--- config.mk ---
export PLATFORM = sky130hd
export DESIGN_NAME = alu_arbiter
export DESIGN_NICKNAME = d
export VERILOG_FILES = /design/src/rtl/alu_arbiter.sv
export SDC_FILE = /design/constraint.sdc
export NUM_CORES = 1
export LEC_CHECK = 0
export CAP_MARGIN = 20
export CORE_UTILIZATION = 38
export CTS_CLUSTER_SIZE = 25
export DETAILED_ROUTE_END_ITERATION = 10
export PLACE_DENSITY = 0.81
export SLEW_MARGIN = 15
export SYNTH_ARGS = -nofsm -noshare
export SYNTH_HDL_FRONTEND = slang
export SYNTH_SLANG_ARGS = --single-unit
--- constraint.sdc ---
create_clock -name clk -period 5 [get_ports clk]
set_clock_uncertainty 0.15 [all_clocks]
set_input_delay 1 -clock clk [delete_from_list [all_inputs] [get_ports clk]]
set_output_delay 1 -clock clk [all_outputs]
set_load 0.05 [all_outputs]
--- src/rtl/alu_arbiter.sv ---
// Two-requester front end for one shared combinational ALU: one operation in flight, operands and result registered.
// Build option: define ALU_ARB_FIXED_PRIO_EN to let requester 0 always win ties instead of round-robin.
module alu_arbiter #(
   parameter int WIDTH  = 32,
   parameter int CTRL_W = 3
) (
   input  logic              clk,
   input  logic              rst,

   input  logic              r0_valid,
   output logic              r0_ready,
   input  logic [WIDTH-1:0]  r0_srcA,
   input  logic [WIDTH-1:0]  r0_srcB,
   input  logic [CTRL_W-1:0] r0_ctrl,
   output logic              r0_rsp_valid,
   input  logic              r0_rsp_ready,

   input  logic              r1_valid,
   output logic              r1_ready,
   input  logic [WIDTH-1:0]  r1_srcA,
   input  logic [WIDTH-1:0]  r1_srcB,
   input  logic [CTRL_W-1:0] r1_ctrl,
   output logic              r1_rsp_valid,
   input  logic              r1_rsp_ready,

   output logic [WIDTH-1:0]  rsp_result,
   output logic              rsp_zero,

   output logic [WIDTH-1:0]  alu_srcA,
   output logic [WIDTH-1:0]  alu_srcB,
   output logic [CTRL_W-1:0] alu_ctrl,
   input  logic [WIDTH-1:0]  alu_result,
   input  logic              alu_zero,

   output logic              busy
);

   typedef enum logic [1:0] {
      IDLE = 2'd0,
      EXEC = 2'd1,
      RESP = 2'd2
   } state_t;

   state_t state_q;
   state_t state_d;

   logic   owner_q;
   logic   sel;
   logic   any_valid;
   logic   accept;
   logic   owner_rsp_ready;

   // Requester selection: sel = 1 picks requester 1.
`ifdef ALU_ARB_FIXED_PRIO_EN
   always_comb begin
      sel = ~r0_valid;
   end
`else
   logic last_grant_q;

   always_comb begin
      if (r0_valid && r1_valid) begin
         sel = ~last_grant_q;
      end else begin
         sel = ~r0_valid;
      end
   end

   always_ff @(posedge clk or posedge rst) begin
      if (rst) begin
         last_grant_q <= 1'b1;
      end else if (accept) begin
         last_grant_q <= sel;
      end
   end
`endif

   // Ready is masked while reset is held so every output reads 0 in reset.
   assign any_valid       = r0_valid | r1_valid;
   assign accept          = (state_q == IDLE) && any_valid && !rst;
   assign r0_ready        = accept && !sel;
   assign r1_ready        = accept && sel;
   assign owner_rsp_ready = owner_q ? r1_rsp_ready : r0_rsp_ready;
   assign busy            = (state_q != IDLE);

   always_ff @(posedge clk or posedge rst) begin
      if (rst) begin
         state_q <= IDLE;
      end else begin
         state_q <= state_d;
      end
   end

   always_comb begin
      state_d = state_q;
      case (state_q)
         IDLE: begin
            if (accept) begin
               state_d = EXEC;
            end
         end
         EXEC: begin
            state_d = RESP;
         end
         RESP: begin
            if (owner_rsp_ready) begin
               state_d = IDLE;
            end
         end
         default: begin
            state_d = IDLE;
         end
      endcase
   end

   // Stage p0: operand capture on accept; alu_* hold their value until the next accept.
   always_ff @(posedge clk or posedge rst) begin
      if (rst) begin
         alu_srcA <= '0;
         alu_srcB <= '0;
         alu_ctrl <= '0;
         owner_q  <= 1'b0;
      end else if (accept) begin
         alu_srcA <= sel ? r1_srcA : r0_srcA;
         alu_srcB <= sel ? r1_srcB : r0_srcB;
         alu_ctrl <= sel ? r1_ctrl : r0_ctrl;
         owner_q  <= sel;
      end
   end

   // Stage p1: result capture at the end of EXEC, held until the owner consumes it.
   always_ff @(posedge clk or posedge rst) begin
      if (rst) begin
         rsp_result   <= '0;
         rsp_zero     <= 1'b0;
         r0_rsp_valid <= 1'b0;
         r1_rsp_valid <= 1'b0;
      end else if (state_q == EXEC) begin
         rsp_result   <= alu_result;
         rsp_zero     <= alu_zero;
         r0_rsp_valid <= ~owner_q;
         r1_rsp_valid <= owner_q;
      end else if ((state_q == RESP) && owner_rsp_ready) begin
         r0_rsp_valid <= 1'b0;
         r1_rsp_valid <= 1'b0;
      end
   end

endmodule

==> results.yml <==
detailed_routing:
  drtPass1Iterations: 5
  drt-met1-wl_mm: 5.72
  routed.top_layer: "met4"
  wirelength_mm: 15.1
  drc_errors: 0
  final_antenna_net_count: 0
  dr_wl_met3_mm: 1.26
  met2_length_mm: 7.78
  drtIter0Drc: 315
  vias_per_cell: 5.32
  num_vias: 4444
  post_drt_wl_per_cell_um: 18.1
yosys:
  synthDominantCellAreaShare: 0.555
  synth_flop_cell: "dfrtp_1"
  synth_cells: 409
  syn_area_um2: 4730
  synth_seq_area_share: 0.561
  yosysTopAreaCell: "dfrtp_1"
  avgSynthCellArea_um2: 11.6
  yosysWarnings: 0
  ys_types: 26
  synthTopCellsByCount: "105 x dfrtp_1, 70 x nand2_1, 67 x a221o_1"
  syn-num-nets: 582
  synth_edf_count: 0
  synth-seq-cells: 106
  synth-async-reset-ratio: 1.00
  synth.most_common_cell: "dfrtp_1"
  synth_area_leaders: "dfrtp_1 55%, a221o_1 14%, mux2_2 7.8%, nand2_1 5.5%, nor3_1 5.2%"
clocking:
  cts_resized: 0
  clock_sinks: 106
  cts_setup_buffers: 0
  h-tree-depth: 3
  hold_buffers: 0
  clock_latency_ps: 340
  cts.path.max_buffers: 2
  cts_buffers: 9
  cts.clk_slew.worst_paths_ps: 70
  cts_root_buf: "clkbuf_16"
  cts_tree: "done"
timing:
  fin_crit_ps: 4180
  slew_headroom: 0.426
  clock.fmax_mhz: 239
  slew_violations: 0
  setup_viol: 0
  rsz0062_at_grt: "false"
  finalHoldWorstSlack_ps: 356
  hold_viol: 0
  fin_crit_sh: 0.835
  tns_ps: 0
  worst_pin_slew_ps: 862
power:
  design_power_total_mw: 5.78
  ir_drop_mv: 0.296
  p_leak_nw: 3.22
  power_density_nw_per_um2: 727
job:
  max_cap_viol_count: 0
die:
  coreArea_um2: 12100
  num_rows: 40
  die_area_um2: 12900
  initial_core_util: 0.393
  dieWidth_um: 114
  io_pins: 278
  die_h_um: 114
worst_setup_path:
  critPathKind: "in2out"
  arrival_ps: 3030
  crit_fanout: 3
  crit_path_end_kind: "output pin"
  start_kind: "primary input"
  critPathRequiredTime_ps: 3850
placement:
  placed_area_um2: 7590
  port_buffers: 277
  dpl.hpwl_mm: 10.7
  place.gp.congestion: 0.845
global_routing:
  antenna_found_initial: 0
  grt_pass1_vias: 4488
  grt_pass1_wl_mm: 23.2
  grt_max_degree: 78
  grt_use_total: 0.233
  gr-total-overflow: 0
finish:
  final_util: 0.658
  fin_nets: 835
  fillers: 932
  layout-drive-gt1-share: 0.127
  diodes: 0
  stdcell_area_um2: 7940
  area_growth_pct: 67.7
worst_hold_path:
  hp-class: "reg2reg"
status:
  outcome: "finished clean"
## where the power goes
part	internal, mW	total (mW)	switching, mW
logic	1.26	3.44	2.18
registers	1.30	1.57	0.267
clock network	0.444	0.768	0.324
total	3.00	5.78	2.77
## final cells by class
cell class              count  area [um2]  share of cell area
clock buffers               9         225              0.0284
clock inverters             7         101              0.0128
inverters                   3        13.8             0.00173
multi-input cells         257        1890               0.238
flip-flops and latches    106        2650               0.334
well taps                 168         210              0.0265
repair buffers            285        2850               0.359
## worst max-delay path, cell delays in order
cell and delay (ps):
clkdlybuf4s50_1 480, or3_2 460, nor3b_1 200, clkdlybuf4s50_1 890
## through the flow
| step | setup slack (ps) | instances |
|---|---|---|
| after floorplan | 987 | 409 |
| after global placement | 829 | 818 |
| after detailed placement | 856 | 818 |
| after CTS | 839 | 834 |
| after global routing | 785 | 835 |
| final | 823 | 835 |
## final timing paths
kind	cells after the start	slack [ps]	start	to
worst max-delay path	4	820	rst	r0_ready
worst min-delay path	1	360	rsp_result[13]	rsp_result[13]
max in group asynchronous	4	2860	rst	rsp_result[10]
worst min register to register	1	360	rsp_result[13]	rsp_result[13]
worst max register to register	4	2710	state_q[0]	alu_srcB[30]
min in group asynchronous	2	840	rst	rsp_result[17]
## cell usage in the layout, fill, tap and decap left out, types with 2 or more instances in the layout
master,instances
inv_1,2
a21o_1,2
dfrtp_1,105
clkinvlp_4,2
inv_6,2
clkbuf_16,9
nor3_1,49
nor3_2,19
a21oi_1,3
a221o_1,67
nand2_1,70
buf_4,7
clkdlybuf4s50_1,276
nor2b_1,2
bufinv_16,2
mux2_2,33
## logic make-up (layout without fill, tap and decap cells)
| logic type | Yosys count | count (layout) | share of synthesized area |
|---|---|---|---|
| AND/OR/NAND/NOR | 147 | 147 | 0.160 |
| buffers and inverters | 46 | 304 | 0.0449 |
| flip-flops | 106 | 106 | 0.561 |
| multiplexers | 33 | 33 | 0.0785 |
| AO/OA/AOI/OAI | 77 | 77 | 0.156 |
## state kept, by name, summed over array words and instances (netlist names)
name and cells:
alu_ctrl 3, alu_srcA 32, alu_srcB 32, last_grant_q 1
owner_q 1, r0_rsp_valid 1, r1_rsp_valid 1, rsp_result 32
rsp_zero 1, state_q 2
## layer usage
metal | vias up | GRT usage
li1 | 2033 | -
met1 | 2160 | 0.259
met2 | 220 | 0.418
met3 | 31 | 0.0685
met4 | 0 | 0.0904
met5 | - | 0
(Power assumes the default switching activity.)
